$ cat src/rtl/mem_pkg.sv
// rtl/mem_pkg.sv - shared types and constants for the GBA memory front end
// Purpose: access size, region codes (numerically equal to the addr[27:24] nibble),
//   region base addresses, arbiter FSM states and the region decoder.
package mem_pkg;

  typedef enum logic [1:0] {
    SIZE_BYTE = 2'b00,
    SIZE_HALF = 2'b01,
    SIZE_WORD = 2'b10,
    SIZE_RSVD = 2'b11
  } mem_size_t;

  typedef enum logic [2:0] {
    REGION_BIOS     = 3'd0,
    REGION_UNMAPPED = 3'd1,
    REGION_EWRAM    = 3'd2,
    REGION_IWRAM    = 3'd3,
    REGION_PALETTE  = 3'd5,
    REGION_VRAM     = 3'd6,
    REGION_OAM      = 3'd7
  } region_t;

  localparam logic [31:0] BASE_BIOS    = 32'h0000_0000;
  localparam logic [31:0] BASE_EWRAM   = 32'h0200_0000;
  localparam logic [31:0] BASE_IWRAM   = 32'h0300_0000;
  localparam logic [31:0] BASE_PALETTE = 32'h0500_0000;
  localparam logic [31:0] BASE_VRAM    = 32'h0600_0000;
  localparam logic [31:0] BASE_OAM     = 32'h0700_0000;

  typedef enum logic [1:0] {
    ST_IDLE,
    ST_ACCESS,
    ST_WAIT,
    ST_DONE
  } arb_state_t;

  function automatic region_t decode_region(input logic [3:0] nib);
    case (nib)
      BASE_BIOS[27:24]:    decode_region = REGION_BIOS;
      BASE_EWRAM[27:24]:   decode_region = REGION_EWRAM;
      BASE_IWRAM[27:24]:   decode_region = REGION_IWRAM;
      BASE_PALETTE[27:24]: decode_region = REGION_PALETTE;
      BASE_VRAM[27:24]:    decode_region = REGION_VRAM;
      BASE_OAM[27:24]:     decode_region = REGION_OAM;
      default:             decode_region = REGION_UNMAPPED;
    endcase
  endfunction

endpackage

$ cat src/rtl/mem_lane_align.sv
// rtl/mem_lane_align.sv - byte-lane enables, write-data replication, read alignment
// Purpose: combinational lane logic for one access.
// Ports: size/addr_lo describe the access; wdata low-aligned write data;
//   rdata_raw bank word; byte_en lane enables; wdata_rep replicated write data;
//   rdata_out read data returned to the requester.
// Build option: MEM_ARB_READ_ALIGN_EN - rdata_out aligned per size; otherwise raw word.
module mem_lane_align
  import mem_pkg::*;
(
  input  mem_size_t   size,
  input  logic [1:0]  addr_lo,
  input  logic [31:0] wdata,
  input  logic [31:0] rdata_raw,
  output logic [3:0]  byte_en,
  output logic [31:0] wdata_rep,
  output logic [31:0] rdata_out
);

  always_comb begin
    byte_en   = 4'hF;
    wdata_rep = wdata;
    case (size)
      SIZE_BYTE: begin
        byte_en   = 4'b0001 << addr_lo;
        wdata_rep = {4{wdata[7:0]}};
      end
      SIZE_HALF: begin
        byte_en   = 4'b0011 << {addr_lo[1], 1'b0};
        wdata_rep = {2{wdata[15:0]}};
      end
      default: ;  // word and reserved size 11 both access all four lanes
    endcase
  end

`ifdef MEM_ARB_READ_ALIGN_EN
  // Rotating right by 8*addr_lo brings the addressed byte lane to bits [7:0],
  // which also gives the ARM LDR result for misaligned word reads.
  logic [31:0] rot;
  always_comb begin
    case (addr_lo)
      2'd1:    rot = {rdata_raw[7:0],  rdata_raw[31:8]};
      2'd2:    rot = {rdata_raw[15:0], rdata_raw[31:16]};
      2'd3:    rot = {rdata_raw[23:0], rdata_raw[31:24]};
      default: rot = rdata_raw;
    endcase
    case (size)
      SIZE_BYTE: rdata_out = {24'h0, rot[7:0]};
      SIZE_HALF: rdata_out = {16'h0, (addr_lo[1] ? rdata_raw[31:16] : rdata_raw[15:0])};
      default:   rdata_out = rot;
    endcase
  end
`else
  assign rdata_out = rdata_raw;
`endif

endmodule

$ cat src/rtl/mem_arbiter.sv
// rtl/mem_arbiter.sv - round-robin N-port front end onto one shared memory bank port
// Purpose: grants requesters round-robin, decodes region from addr[27:24], inserts
//   per-region wait states and drives byte-lane write enables onto the bank port.
// Ports: clock; reset (asynchronous, active-high); req_valid/req_addr/req_wdata/
//   req_size/req_write flat per-port request buses; pause per-port stall; rdata read
//   result (valid while the granted port's pause is low); mem_en/mem_we/mem_region/
//   mem_addr/mem_wdata bank access; mem_rdata bank data one cycle after mem_en.
// Build option: MEM_ARB_READ_ALIGN_EN (read alignment, see mem_lane_align).
module mem_arbiter
  import mem_pkg::*;
#(
  parameter int          NUM_PORTS   = 3,
  parameter logic [31:0] WAIT_STATES = 32'h0000_0200,  // 4b per region code; EWRAM = 2
  parameter int          ADDR_W      = 32
) (
  input  logic                        clock,
  input  logic                        reset,
  input  logic [NUM_PORTS-1:0]        req_valid,
  input  logic [NUM_PORTS*ADDR_W-1:0] req_addr,
  input  logic [NUM_PORTS*32-1:0]     req_wdata,
  input  logic [NUM_PORTS*2-1:0]      req_size,
  input  logic [NUM_PORTS-1:0]        req_write,
  output logic [NUM_PORTS-1:0]        pause,
  output logic [31:0]                 rdata,
  output logic                        mem_en,
  output logic [3:0]                  mem_we,
  output logic [2:0]                  mem_region,
  output logic [23:0]                 mem_addr,
  output logic [31:0]                 mem_wdata,
  input  logic [31:0]                 mem_rdata
);

  localparam int PTR_W = (NUM_PORTS > 1) ? $clog2(NUM_PORTS) : 1;

  arb_state_t        state_q, state_d;
  logic [PTR_W-1:0]  rr_ptr_q, rr_ptr_d;
  logic [PTR_W-1:0]  port_q, port_d;
  logic [ADDR_W-1:0] addr_q, addr_d;
  logic [31:0]       wdata_q, wdata_d;
  mem_size_t         size_q, size_d;
  logic              write_q, write_d;
  logic [3:0]        wait_q, wait_d;
  logic [31:0]       rdata_q, rdata_d;

  logic [ADDR_W-1:0] addr_arr  [NUM_PORTS];
  logic [31:0]       wdata_arr [NUM_PORTS];
  logic [1:0]        size_arr  [NUM_PORTS];

  always_comb begin
    for (int i = 0; i < NUM_PORTS; i++) begin
      addr_arr[i]  = req_addr[ADDR_W*i +: ADDR_W];
      wdata_arr[i] = req_wdata[32*i +: 32];
      size_arr[i]  = req_size[2*i +: 2];
    end
  end

  // First valid port at or after rr_ptr: scan from the far end so the nearest wins.
  logic [PTR_W-1:0] pick_idx;
  logic             pick_found;
  int               cand;
  always_comb begin
    pick_idx   = '0;
    pick_found = 1'b0;
    cand       = 0;
    for (int k = NUM_PORTS - 1; k >= 0; k--) begin
      cand = int'(rr_ptr_q) + k;
      if (cand >= NUM_PORTS) cand = cand - NUM_PORTS;
      if (req_valid[cand[PTR_W-1:0]]) begin
        pick_found = 1'b1;
        pick_idx   = cand[PTR_W-1:0];
      end
    end
  end

  region_t     region;
  logic [3:0]  ws;
  logic [3:0]  lane_be;
  logic [31:0] rd_aligned;
  logic [31:0] rd_now;
  logic        unused_addr_hi;

  assign region         = decode_region(addr_q[27:24]);
  assign ws             = WAIT_STATES[{region, 2'b00} +: 4];
  assign mem_region     = region;
  assign mem_addr       = addr_q[23:0];
  assign unused_addr_hi = ^addr_q[ADDR_W-1:28];

  mem_lane_align u_lane (
    .size      (size_q),
    .addr_lo   (addr_q[1:0]),
    .wdata     (wdata_q),
    .rdata_raw (mem_rdata),
    .byte_en   (lane_be),
    .wdata_rep (mem_wdata),
    .rdata_out (rd_aligned)
  );

  // Unmapped reads and all writes return zero.
  assign rd_now = (!write_q && region != REGION_UNMAPPED) ? rd_aligned : 32'h0;
  // The bank word is only present during DONE, so rdata passes it through then and
  // holds the captured copy afterwards.
  assign rdata  = (state_q == ST_DONE) ? rd_now : rdata_q;

  always_comb begin
    for (int i = 0; i < NUM_PORTS; i++) begin
      pause[i] = req_valid[i] & ~(state_q == ST_DONE && port_q == PTR_W'(i));
    end
  end

  always_comb begin
    state_d  = state_q;
    rr_ptr_d = rr_ptr_q;
    port_d   = port_q;
    addr_d   = addr_q;
    wdata_d  = wdata_q;
    size_d   = size_q;
    write_d  = write_q;
    wait_d   = wait_q;
    rdata_d  = rdata_q;
    mem_en   = 1'b0;
    mem_we   = 4'h0;
    case (state_q)
      ST_IDLE: begin
        if (pick_found) begin
          port_d  = pick_idx;
          addr_d  = addr_arr[pick_idx];
          wdata_d = wdata_arr[pick_idx];
          size_d  = mem_size_t'(size_arr[pick_idx]);
          write_d = req_write[pick_idx];
          state_d = ST_ACCESS;
        end
      end
      ST_ACCESS: begin
        if (region == REGION_UNMAPPED) begin
          state_d = ST_DONE;
        end else begin
          mem_en  = 1'b1;
          // BIOS is read-only: the handshake completes but no lane is written.
          if (write_q && region != REGION_BIOS) mem_we = lane_be;
          wait_d  = ws;
          state_d = (ws == 4'd0) ? ST_DONE : ST_WAIT;
        end
      end
      ST_WAIT: begin
        mem_en = 1'b1;
        if (wait_q == 4'd1) state_d = ST_DONE;
        else                wait_d  = wait_q - 4'd1;
      end
      ST_DONE: begin
        rdata_d  = rd_now;
        rr_ptr_d = (port_q == PTR_W'(NUM_PORTS - 1)) ? '0 : port_q + 1'b1;
        state_d  = ST_IDLE;
      end
      default: state_d = ST_IDLE;
    endcase
  end

  always_ff @(posedge clock or posedge reset) begin
    if (reset) begin
      state_q  <= ST_IDLE;
      rr_ptr_q <= '0;
      port_q   <= '0;
      addr_q   <= '0;
      wdata_q  <= '0;
      size_q   <= SIZE_BYTE;
      write_q  <= 1'b0;
      wait_q   <= '0;
      rdata_q  <= '0;
    end else begin
      state_q  <= state_d;
      rr_ptr_q <= rr_ptr_d;
      port_q   <= port_d;
      addr_q   <= addr_d;
      wdata_q  <= wdata_d;
      size_q   <= size_d;
      write_q  <= write_d;
      wait_q   <= wait_d;
      rdata_q  <= rdata_d;
    end
  end

endmodule

$ cat config.mk
export PLATFORM = sky130hd
export DESIGN_NAME = mem_arbiter
export DESIGN_NICKNAME = d
export VERILOG_FILES = /design/src/rtl/mem_pkg.sv /design/src/rtl/mem_lane_align.sv /design/src/rtl/mem_arbiter.sv
export SDC_FILE = /design/constraint.sdc
export NUM_CORES = 1
export LEC_CHECK = 0
export ABC_CLOCK_PERIOD_IN_PS = 5300
export BUFFER_PORTS_ARGS = -buffer_cell sky130_fd_sc_hd__buf_2
export CORE_AREA = 2 2 131 133
export DETAILED_ROUTE_END_ITERATION = 10
export DIE_AREA = 0 0 133 135
export HOLD_SLACK_MARGIN = 0.08
export PLACE_DENSITY = 0.71
export SYNTH_ARGS = -nofsm -noshare
export SYNTH_HDL_FRONTEND = slang
export SYNTH_SLANG_ARGS = --single-unit
$ cat constraint.sdc
create_clock -name clock -period 5.3 [get_ports clock]
set_input_delay 1.06 -clock clock [delete_from_list [all_inputs] [get_ports clock]]
set_output_delay 1.06 -clock clock [all_outputs]
set_load 0.02 [all_outputs]
* Yosys cells after proc, flatten, opt, wreduce, memory -nomap -nowiden
Index checks and enable logic that the tools add are counted.
** Storage, ports and cells
- Input bits :: 238
- Register bits :: 105
- Output and inout port bits :: 99
** Operators by class
- Order comparisons :: 8
- Eq/ne operators :: 18
- $add $sub $neg :: 7
- Bitwise operators :: 7
- Mux-type cells :: 45
- Shift-type cells :: 3
- Reduce and logical (&&, ||, !) cells :: 16
** Operators by type and width (number)
- $bmux 32 s2 :: 2
- $mux 32 :: 4
- $pmux 32 s2 :: 1
- $mux 28 :: 2
- $shiftx 32x6->4 const A :: 1
- $mux 2 :: 11
- $mux 4 :: 5
- $pmux 3 s6 :: 1
- $pmux 4 s2 :: 2
- $eq 4x3->1 const B :: 3
- $lt 2x3->1 const B :: 4
- $mux 1 :: 10
- $bmux 1 s2 :: 4
- $eq 4x2->1 const B :: 2
- $logic_not 4->1 :: 2
- $ne 2x2->1 const B :: 4
- $pmux 2 s4 :: 1
- $eq 2x1->1 const B :: 3
- $eq 2x2->1 const B :: 3
- $ge 3x2->1 const B :: 2
- $logic_not 2->1 :: 3
- $sub 2x2->2 const B :: 3
- $logic_and 1x1->1 :: 5
- $bmux 2 s2 :: 1
- other kinds (20) :: 25

* Depth between registers and ports, before layout
Gate-level depths: netlist of the first run.
- Depth after elaboration :: 12
- Mapped depth :: 10

* Hierarchy
Synthesis of the first run repeated with hierarchy kept, for this count alone.
** Unflattened totals
- Cell total of the unflattened synthesis :: 777
- Area total of the unflattened synthesis :: 6837.8 um^2
** Modules (own cells, without submodules)
- mem_arbiter :: area an instance 6073.3 um^2, seq. area each 2627.5 um^2, cells each 685, instances 1
- mem_lane_align :: area an instance 764.5 um^2, seq. area each 0.0 um^2, cells each 92, instances 1

* Worst setup path after synthesis of the first run
No wires, ideal clock.
- Path type :: register to output
- Start point :: reg state_q[1]
- End point :: out rdata[0]
- Arrival time :: 1.790 ns
- Slack :: 2.450 ns
- Buffers on the path :: 2
- Data required time :: 4.240 ns
- Cell stages (with the launch flop) :: 7
- Cells stage by stage :: dfrtp_1 ha_1 clkbuf_1 nor3b_1 clkbuf_1 nand2_1 o21ai_0
** On the way
- Cells in the longest elaborated chain, start to end :: 2
** RTL lines
- start, declared :: line mem_arbiter.sv:35 : arb_state_t state_q, state_d;
- start signal, assigned :: line mem_arbiter.sv:170 : state_q <= state_d;
- $eq 2x2->1 :: line mem_arbiter.sv:102 : assign rdata = (state_q == ST_DONE) ? rd_now : rdata_q;
- $mux 32
- end, declared :: line mem_arbiter.sv:24 : output logic [31:0] rdata,
Every way passes these cells.

* Worst setup path after layout of the first run
- Start point :: reg state_q[1]
- End point :: out rdata[15]
The elaborated chain is that of the path after synthesis.

==> Implementation_results.wiki, run 1 <==
{| class="wikitable"
! Metric !! Value
|-
| Worst reg-to-reg setup slack || approximately 2400 ps
|-
| Depth of the worst register-to-register path || 8
|-
| Clock power share || 0.138
|-
| M1 GR Usage || 0.2604
|-
| Global-route wire length before repair || 29.15 mm
|-
| Adder-Cell Fraction of Synth Area || 0.01751
|-
| Crit path to || rdata[15]
|-
| Area fraction in and, or, nand and nor cells after synthesis || 0.1465
|-
| Post-synthesis net count || 918
|-
| Final #Nets || 1,185
|-
| Antenna diodes || 0
|-
| Cell type with the highest aggregate area in the netlist || dfrtp_1
|-
| Most frequent standard cell in the layout excluding fill and tap cells || buf_2
|-
| Worst Skew || between 10 and 15 ps
|-
| Clock tree from TritonCTS || built
|-
| Leakage Power || just over 4 nW
|-
| Internal Power || 2.570 mW
|-
| Routed len/inst || between 15 and 20 um
|-
| End of the worst register-to-register path || wdata_q[6]
|-
| Most frequent cells in the layout || buf_2 (324), dfrtp_1 (105), mux2i_1 (72), nor2_1 (71), nor3_1 (65)
|-
| Synthesized-area fraction occupied by xor and xnor cells || 0.001362
|-
| Die span in y || around 140 um
|-
| GR Util All Layers || 0.2079
|-
| TritonCTS buffer count || 9
|-
| Post-placement cell count || ~1,100
|-
| Slew @ Worst Pin || around 1100 ps
|-
| GP Congestion || between 0.8 and 0.9
|-
| Root Buffer Master || clkbuf_16
|-
| Clock-pin slew reported for the worst setup and hold paths after clock tree synthesis || approximately 70 ps
|-
| DRC || 0
|-
| Cell at the slowest stage of the critical path || dfrtp_1
|-
| WL final || about 19 mm
|-
| Kind of critical path || reg -> out
|-
| Number of top-level pins || around 340
|-
| Start point of the critical path || state_q[1]
|-
| Setup repair after global routing missed its margin || false
|-
| Ordered cell list for the critical path || ha_1 > buf_4 > nor3b_2 > buf_4 > nand2_1 > o21ai_0 > buf_2
|-
| Met2 usage || 0.3543
|-
| Required time of the worst setup path || roughly 4200 ps
|-
| Hold-fix buffers at CTS || 0
|-
| Mapped Avg Cell Area || around 9.6 um^2
|-
| Number of global-route vias before repair || around 5,600
|-
| Layout cell share with drive strength beyond 1 || 0.4231
|-
| Top area cells in the synthesized netlist || dfrtp_1 (41%), mux2i_1 (11%), nor3_1 (5.1%), a211oi_1 (4.9%), a211oi_2 (4.3%)
|-
| Residual antenna-violating net count after detailed routing || 0
|-
| Max Fclk || roughly 0.3 GHz
|-
| Worst-case setup margin in the final layout || roughly 2000 ps
|-
| Combinational family with the most area after synthesis || compound AO/OA/AOI/OAI gates
|-
| Most congested layer reported by global routing || met2
|-
| X dimension of the die || roughly 130 um
|-
| Std cell rows || 47
|-
| Number of synthesized flops with an enable pin || 0
|-
| Mapped Area || around 6400 um^2
|-
| Largest fanout on the critical path || 38
|-
| I/O Buffers || roughly 320
|-
| Worst-skew pair later-pin latency || between 300 and 400 ps
|-
| TritonRoute pass-1 iters || 4
|-
| Initial Util || 0.3919
|-
| Overflow after GRT || 0
|-
| Number of synthesis warnings || 0
|-
| Pwr Density || 602.4 nW/um^2
|-
| HPWL after detailed placement || between 10 and 15 mm
|-
| Worst r2r src || rr_ptr_q[0]
|-
| Max rail drop VDD || 0.3501 mV
|-
| Final setup fails || 0
|-
| Sequential Area || 2628 um^2
|-
| Status || finished clean
|-
| Post-placement worst setup slack || about 2000 ps
|-
| Area of combinational cells with multiple inputs || 3037 um^2
|-
| Fraction of registers with async set or reset after synthesis || 1.000
|-
| Buffer depth of the longest clock path || 2
|-
| Register area share after synthesis || 0.4086
|-
| Iteration-0 DRC count of the detailed router || approximately 260
|-
| Share of the cycle needed by the critical path after routing || 0.6228
|-
| CP peak stage delay || about 410 ps
|-
| Reported max-cap violation count || 0
|-
| Worst hold path type || reg -> reg
|-
| Maximum number of pins on one net before global-route repair || between 60 and 70
|-
| Area grow syn2layout || 26.31%
|-
| Tightest slew margin relative to the limit || 0.2421
|-
| Number of antenna violations at the first check in global routing || 0
|-
| Compound-cell area share of the yosys netlist || 0.1627
|-
| Share of the synthesized area in the top cell type || 0.4086
|-
| Yosys reg bits || 105
|-
| Standard cell core area || roughly 16,000 um^2
|-
| Fraction of met3 tracks used by global routing || 0.04392
|-
| Deepest level of the CTS H-tree || 3
|-
| Number of different library cells in the post-synthesis netlist || 48
|-
| Total via count in the routed design || between 5,000 and 6,000
|-
| Setup Fix Bufs, Post-CTS || 0
|-
| Number of fill cells in the layout || about 1,500
|-
| Area of the die || ~18,000 um^2
|-
| Number of failing hold endpoints at the final stage || 0
|-
| Switching share of power || 0.4748
|-
| Via/cell ratio || approximately 5
|-
| Kind of capture point of the worst setup path || output port
|-
| Combinational power share || 0.566
|-
| Total power draw || between 4 and 5 mW
|-
| Data arrival, critical path || approximately 2200 ps
|-
| Number of sinks driven by the clock tree || 105
|-
| Pins over their slew limit || 0
|-
| Number of resized instances in the post-cts repair step || 0
|-
| Min Clock Period, post-route || 3301 ps
|-
| Mux cell area share after synthesis || 0.1419
|-
| Post-Synthesis Cells || about 670
|-
| Worst path most repeated cell || buf_4
|-
| Sort of element at the start of the critical path || flop
|-
| Final total negative setup slack || 0 ps
|-
| Net switching power of the design || 2.323 mW
|-
| Worst Hold Margin || approximately 530 ps
|-
| Most used flip-flop cell after synthesis || dfrtp_1
|-
| Share of power burned in registers || 0.295
|-
| Non-filler instance count after layout || ~1,200
|}
state kept, by name, indices dropped and copies added (netlist names):
signal    flops
addr_q       28
state_q       2
rr_ptr_q      2
size_q        2
rdata_q      32
port_q        2
wdata_q      32
write_q       1
wait_q        4
power by group through the flow:
| stage | clock [mW] | combinational, mW | sequential [mW] |
|---|---|---|---|
| 5_1_grt | 0.729 | 3.04 | 1.49 |
| 2_1_floorplan | 0 | 2.29 | 1.35 |
| 3_5_place_dp | 0 | 2.80 | 1.46 |
| 6_report | 0.677 | 2.77 | 1.44 |
| 4_1_cts | 0.698 | 2.81 | 1.44 |
| 3_3_place_gp | 0 | 2.76 | 1.44 |
worst max-delay path, delay by kind of cell (launching register included):
family                     cells  cell delay (ps)
AOI/OAI and AO/OA              1              150
buffers and inverters          3              860
DFF                            1              410
and+or+nand+nor                2              310
adders and majority gates      1              160
routing by layer:
metal / vias to the layer above / routed length [um]
met5: - / 0
met4: 0 / 374
met3: 27 / 1306
met2: 246 / 8954
met1: 2574 / 7930
li1: 2852 / -
cells in the mapped netlist (3+ instances only):
| master | instances |
|---|---|
| o21ai_0 | 47 |
| dfrtp_1 | 105 |
| nand2b_1 | 3 |
| ha_1 | 9 |
| buf_12 | 6 |
| buf_4 | 33 |
| buf_2 | 15 |
| nor2_1 | 71 |
| clkbuf_1 | 13 |
| a211oi_1 | 42 |
| nor3_1 | 65 |
| mux2_2 | 17 |
| inv_1 | 49 |
| mux2i_1 | 72 |
| a21boi_0 | 3 |
| nand2_1 | 48 |
| buf_6 | 9 |
| a21oi_1 | 5 |
| a211oi_2 | 22 |
| nor3b_1 | 3 |
cells by family after synthesis:
logic type	after synthesis
AND/OR/NAND/NOR	205
AO/OA/AOI/OAI	136
adder cells (fa/ha/maj)	9
buffers and inverters	126
multiplexers	89
XOR/XNOR	1
flip-flops	105
per-stage QoR:
step / area [um^2] / utilization
6_report: 8122 / 0.4950
5_1_grt: 8122 / 0.4950
4_1_cts: 8122 / 0.4950
3_5_place_dp: 7828 / 0.4771
3_3_place_gp: 7828 / 0.4771
2_1_floorplan: 6430 / -
cell type report:
| cell class | instances | area share |
|---|---|---|
| Clock buffer | 11 | 0.02866 |
| Clock inverter | 5 | 0.007549 |
| Inverter | 49 | 0.02295 |
| Multi-Input combinational cell | 440 | 0.3739 |
| Sequential cell | 105 | 0.3235 |
| Tap cell | 220 | 0.03389 |
| Timing Repair Buffer | 333 | 0.2095 |
how the worst min path moves through the flow:
stage	startpoint	endpoint	slack, ps	depth (start not counted)
floorplan	wait_q[2]	wait_q[2]	480	1
global placement	port_q[1]	port_q[1]	510	2
detailed placement	port_q[1]	port_q[1]	510	2
CTS	port_q[1]	port_q[1]	530	2
global route	rdata_q[10]	rdata_q[10]	570	2
finish	port_q[1]	port_q[1]	530	2
(Power assumes the default switching activity.)
==> inputs of run 2 (changes only) <==
ABC_CLOCK_PERIOD_IN_PS = 3300   (was 5300)
CORE_AREA = 2 2 133 135   (was 2 2 131 133)
DIE_AREA = 0 0 135 137   (was 0 0 133 135)
PLACE_DENSITY = 0.69   (was 0.71)
clock period = 3.3 ns   (was 5.3 ns; I/O delays follow)
==> Implementation_results.wiki, run 2 (synthesized netlist as in run 1, its figures left out) <==
{| class="wikitable"
! Metric !! Value
|-
| Data arrival, critical path || around 2200 ps
|-
| Number of resized instances in the post-cts repair step || 0
|-
| Root Buffer Master || clkbuf_16
|-
| Number of failing hold endpoints at the final stage || 0
|-
| Largest fanout on the critical path || 5
|-
| Most frequent standard cell in the layout excluding fill and tap cells || buf_2
|-
| Setup Fix Bufs, Post-CTS || 0
|-
| Sort of element at the start of the critical path || flop
|-
| Hold-fix buffers at CTS || 0
|-
| Worst-skew pair later-pin latency || 360 ps
|-
| Min Clock Period, post-route || about 2900 ps
|-
| Worst-case setup margin in the final layout || 441.6 ps
|-
| Total via count in the routed design || around 5,800
|-
| Slew @ Worst Pin || between 700 and 800 ps
|-
| Clock tree from TritonCTS || built
|-
| GP Congestion || 0.8063
|-
| Global-route wire length before repair || between 20 and 30 mm
|-
| Standard cell core area || between 15,000 and 20,000 um^2
|-
| Pwr Density || slightly below 1000 nW/um^2
|-
| Kind of critical path || reg -> out
|-
| Max Fclk || between 0.3 and 0.4 GHz
|-
| Buffer depth of the longest clock path || 2
|-
| Combinational power share || 0.571
|-
| Tightest slew margin relative to the limit || 0.4819
|-
| Initial Util || 0.3770
|-
| Std cell rows || 48
|-
| Routed len/inst || 16.06 um
|-
| Net switching power of the design || approximately 3.8 mW
|-
| GR Util All Layers || 0.1976
|-
| Leakage Power || approximately 4.1 nW
|-
| Most frequent cells in the layout || buf_2 (324), dfrtp_1 (105), mux2i_1 (72), nor2_1 (71), nor3_1 (65)
|-
| Final setup fails || 0
|-
| Worst hold path type || in -> async
|-
| Via/cell ratio || around 5
|-
| Die span in y || ~140 um
|-
| I/O Buffers || about 320
|-
| Share of power burned in registers || 0.288
|-
| Residual antenna-violating net count after detailed routing || 0
|-
| Setup repair after global routing missed its margin || false
|-
| Pins over their slew limit || 0
|-
| TritonRoute pass-1 iters || 4
|-
| Biggest registers after layout || rdata_q x32, wdata_q x32, addr_q x28
|-
| Share of the cycle needed by the critical path after routing || 0.8662
|-
| Number of top-level pins || between 300 and 400
|-
| Deepest level of the CTS H-tree || 3
|-
| Worst Skew || between 10 and 15 ps
|-
| Kind of capture point of the worst setup path || output port
|-
| X dimension of the die || approximately 140 um
|-
| Total power draw || about 8 mW
|-
| Clock-pin slew reported for the worst setup and hold paths after clock tree synthesis || 70 ps
|-
| DRC || 0
|-
| Number of global-route vias before repair || ~5,400
|-
| Number of sinks driven by the clock tree || approximately 110
|-
| Internal Power || between 4 and 5 mW
|-
| Post-placement worst setup slack || around 640 ps
|-
| Worst Hold Margin || about 330 ps
|-
| Iteration-0 DRC count of the detailed router || approximately 250
|-
| Area grow syn2layout || 27.83%
|-
| Final total negative setup slack || 0 ps
|-
| WL final || roughly 19 mm
|-
| Switching share of power || 0.4751
|-
| Final #Nets || 1,191
|-
| Area of the die || around 18,000 um^2
|-
| Number of antenna violations at the first check in global routing || 1
|-
| Utilization of the core after routing || 0.4819
|-
| TritonCTS buffer count || 9
|-
| HPWL after detailed placement || 14.21 mm
|-
| Required time of the worst setup path || between 2000 and 3000 ps
|-
| Max rail drop VDD || 0.3601 mV
|-
| Overflow after GRT || 0
|-
| Layout cell share with drive strength beyond 1 || 0.4289
|-
| Maximum number of pins on one net before global-route repair || between 60 and 70
|-
| Status || finished clean
|-
| Reported max-cap violation count || 0
|-
| Clock power share || 0.141
|}
==> run 2: changes by cell type in the layout (fill, tap and decap cells not counted), sizes merged <==
cell      before  now
buf          333  339
clkinvlp       0    2
clkbuf        11   10
clkinv         2    1
diode          0    1
==> run 2: stage by stage <==
step,cell area [um^2],instances
final,8219,1175
after global routing,8219,1175
after CTS,8217,1174
after detailed placement,7905,1158
after global placement,7905,1158
after floorplan,6434,671
==> run 2: cell type report <==
cell class                      count  area (um^2)
Clock buffer                       10        239.0
Tap cell                          225        281.5
Antenna cell                        1        2.502
Timing Repair Buffer              339         1772
Fill cell                        1658         8837
Clock inverter                      6        72.57
Sequential cell                   105         2628
Multi-Input combinational cell    440         3037
Inverter                           49        187.7
==> run 2: worst paths after layout <==
| check | cells after the start | from | slack [ps] | end |
|---|---|---|---|---|
| max in group asynchronous | 3 | reset | 2200 | addr_q[10] |
| max reg2reg | 8 | rr_ptr_q[0] | 690 | addr_q[13] |
| min in group clock | 2 | port_q[1] | 520 | port_q[1] |
| min | 2 | reset | 330 | rdata_q[2] |
| min reg2reg | 2 | port_q[1] | 520 | port_q[1] |
| max | 6 | state_q[1] | 440 | mem_we[3] |
==> run 2: power groups by stage <==
stage	registers, mW	logic [mW]	clock network (mW)
finish	2.30	4.56	1.13
global route	2.38	4.96	1.21
CTS	2.30	4.61	1.16
detailed placement	2.32	4.59	0
global placement	2.29	4.54	0
floorplan	2.17	3.68	0
==> run 2: metal layers <==
layer  up-vias  part of all wire  GRT usage
met1      2683              0.43     0.2491
met2       227              0.49     0.3350
li1       2852                 -          -
met5         -                 0          0
met3        22             0.068    0.04778
met4         0             0.016    0.06366
==> run 2: worst max-delay path, stage by stage, from the launching register on <==
cell	delay [ps]
dfrtp_1	430
inv_1	120
ha_1	210
nand2_1	80
or3_1	480
a21oi_1	290
buf_2	220
==> inputs of run 3 (changes only) <==
CELL_PAD_IN_SITES_DETAIL_PLACEMENT = 1   (was default)
CELL_PAD_IN_SITES_GLOBAL_PLACEMENT = 1   (was default)
CORE_AREA = default   (was 2 2 133 135)
CORE_ASPECT_RATIO = 1.25   (was default)
CORE_UTILIZATION = 33   (was default)
DIE_AREA = default   (was 0 0 135 137)
PLACE_DENSITY = default   (was 0.69)
PLACE_DENSITY_LB_ADDON = 0.1   (was default)
==> Implementation_results.wiki, run 3 (synthesized netlist as in run 1, its figures left out) <==
{| class="wikitable"
! Metric !! Value
|-
| Setup Fix Bufs, Post-CTS || 0
|-
| X dimension of the die || about 130 um
|-
| Pins over their slew limit || 0
|-
| Iteration-0 DRC count of the detailed router || 162
|-
| Max rail drop VDD || approximately 0.31 mV
|-
| Std cell rows || 56
|-
| Number of top-level pins || between 300 and 400
|-
| GR Util All Layers || 0.2083
|-
| Worst hold path type || in -> async
|-
| Worst r2r src || rr_ptr_q[0]
|-
| Maximum number of pins on one net before global-route repair || 45
|-
| Min Clock Period, post-route || between 2000 and 3000 ps
|-
| DRC || 0
|-
| Kind of critical path || reg -> out
|-
| Number of global-route vias before repair || 6,179
|-
| Most frequent cells in the layout || buf_2 (324), dfrtp_1 (105), mux2i_1 (72), nor2_1 (71), nor3_1 (65)
|-
| M1 GR Usage || 0.2426
|-
| Tightest slew margin relative to the limit || 0.4599
|-
| Fraction of met3 tracks used by global routing || 0.03886
|-
| CP peak stage delay || between 400 and 500 ps
|-
| Number of antenna violations at the first check in global routing || 2
|-
| Met2 usage || 0.3783
|-
| Leakage Power || between 4 and 5 nW
|-
| Reported max-cap violation count || 0
|-
| Layout cell share with drive strength beyond 1 || 0.4295
|-
| Status || finished clean
|-
| Largest fanout on the critical path || 32
|-
| Worst reg-to-reg setup slack || 730 ps
|-
| Routed len/inst || 17.80 um
|-
| Final setup fails || 0
|-
| Area of the die || around 20,000 um^2
|-
| GP Congestion || roughly 0.79
|-
| Kind of capture point of the worst setup path || output port
|-
| Slew @ Worst Pin || slightly above 800 ps
|-
| Start point of the critical path || state_q[1]
|-
| Depth of the worst register-to-register path || 8
|-
| HPWL after detailed placement || approximately 16 mm
|-
| Initial Util || 0.3399
|-
| Required time of the worst setup path || ~2600 ps
|-
| Biggest registers after layout || rdata_q x32, wdata_q x32, addr_q x28
|-
| Sort of element at the start of the critical path || flop
|-
| Worst Hold Margin || 435.4 ps
|-
| I/O Buffers || between 300 and 400
|-
| Standard cell core area || 18,920 um^2
|-
| Max Fclk || approximately 0.36 GHz
|-
| Residual antenna-violating net count after detailed routing || 0
|-
| Most congested layer reported by global routing || met2
|-
| Clock tree from TritonCTS || built
|-
| Number of failing hold endpoints at the final stage || 0
|-
| Setup repair after global routing missed its margin || false
|-
| Deepest level of the CTS H-tree || 3
|-
| Worst-case setup margin in the final layout || just over 500 ps
|-
| WL final || 21.08 mm
|-
| Buffer depth of the longest clock path || 2
|-
| Number of sinks driven by the clock tree || approximately 110
|-
| Share of the cycle needed by the critical path after routing || 0.8430
|-
| TritonRoute pass-1 iters || 4
|-
| Worst-skew pair later-pin latency || approximately 350 ps
|-
| Total via count in the routed design || approximately 5,900
|-
| Overflow after GRT || 0
|-
| Global-route wire length before repair || 32.35 mm
|-
| Root Buffer Master || clkbuf_16
|-
| Crit path to || rdata[3]
|-
| End of the worst register-to-register path || wdata_q[18]
|-
| Most frequent standard cell in the layout excluding fill and tap cells || buf_2
|-
| Total power draw || ~8 mW
|-
| Final total negative setup slack || 0 ps
|-
| Number of resized instances in the post-cts repair step || 0
|-
| Ordered cell list for the critical path || ha_1 > nor3b_2 > buf_4 > nand2_1 > o21ai_0 > buf_2
|-
| Worst Skew || 11.06 ps
|-
| Pwr Density || a little under 1000 nW/um^2
|-
| Final #Nets || around 1,200
|-
| Via/cell ratio || between 4 and 5
|-
| Die span in y || 158.1 um
|-
| Post-placement worst setup slack || between 600 and 700 ps
|-
| Area grow syn2layout || 28.49%
|-
| TritonCTS buffer count || 9
|-
| Clock-pin slew reported for the worst setup and hold paths after clock tree synthesis || 80 ps
|-
| Data arrival, critical path || between 2000 and 2500 ps
|-
| Cell at the slowest stage of the critical path || dfrtp_1
|-
| Hold-fix buffers at CTS || 0
|}
[run 3: worst min-delay path by stage]
| stage | end | slack (ps) | cells past startpoint |
|---|---|---|---|
| 2_1_floorplan | wait_q[2] | 480 | 1 |
| 3_3_place_gp | wait_q[2] | 510 | 1 |
| 3_5_place_dp | rdata_q[4] | 530 | 2 |
| 4_1_cts | rdata_q[24] | 460 | 2 |
| 5_1_grt | rdata_q[20] | 500 | 2 |
| 6_report | rdata_q[24] | 440 | 2 |
[run 3: cell type report]
| cell class | count | area [um^2] |
|---|---|---|
| diodes | 2 | 5.005 |
| clock buffers | 9 | 225.2 |
| repair buffers | 340 | 1804 |
| well taps | 232 | 290.3 |
| fillers | 2332 | 10660 |
| multi-input cells | 440 | 3037 |
| flip-flops and latches | 105 | 2628 |
| inverters | 49 | 187.7 |
| clock inverters | 7 | 85.08 |
[run 3: metal layers]
layer,vias to the layer above,wire length (um)
li1,2868,-
met1,2820,8577
met2,194,10950
met3,26,1144
met4,0,401
met5,-,0
[run 3: report_power, final]
part	switching [mW]	internal, mW	total, mW
logic	2.95	1.70	4.65
registers	0.403	1.89	2.29
clock network	0.524	0.604	1.13
total	3.87	4.20	8.07
[run 3: metrics by stage]
stage | cell area (um^2) | util | cells
3_3_place_gp | 7946 | 0.4200 | 1166
5_1_grt | 8262 | 0.4367 | 1184
6_report | 8262 | 0.4367 | 1184
3_5_place_dp | 7946 | 0.4200 | 1166
2_1_floorplan | 6434 | - | 671
4_1_cts | 8257 | 0.4364 | 1182
[run 3: critical path: cells and delay by family, from the launching register on]
family | cells | cell delay (ps)
AOI/OAI and AO/OA | 1 | 130
adders and majority gates | 1 | 340
buffers and inverters | 2 | 550
DFF | 1 | 430
and+or+nand+nor | 2 | 320
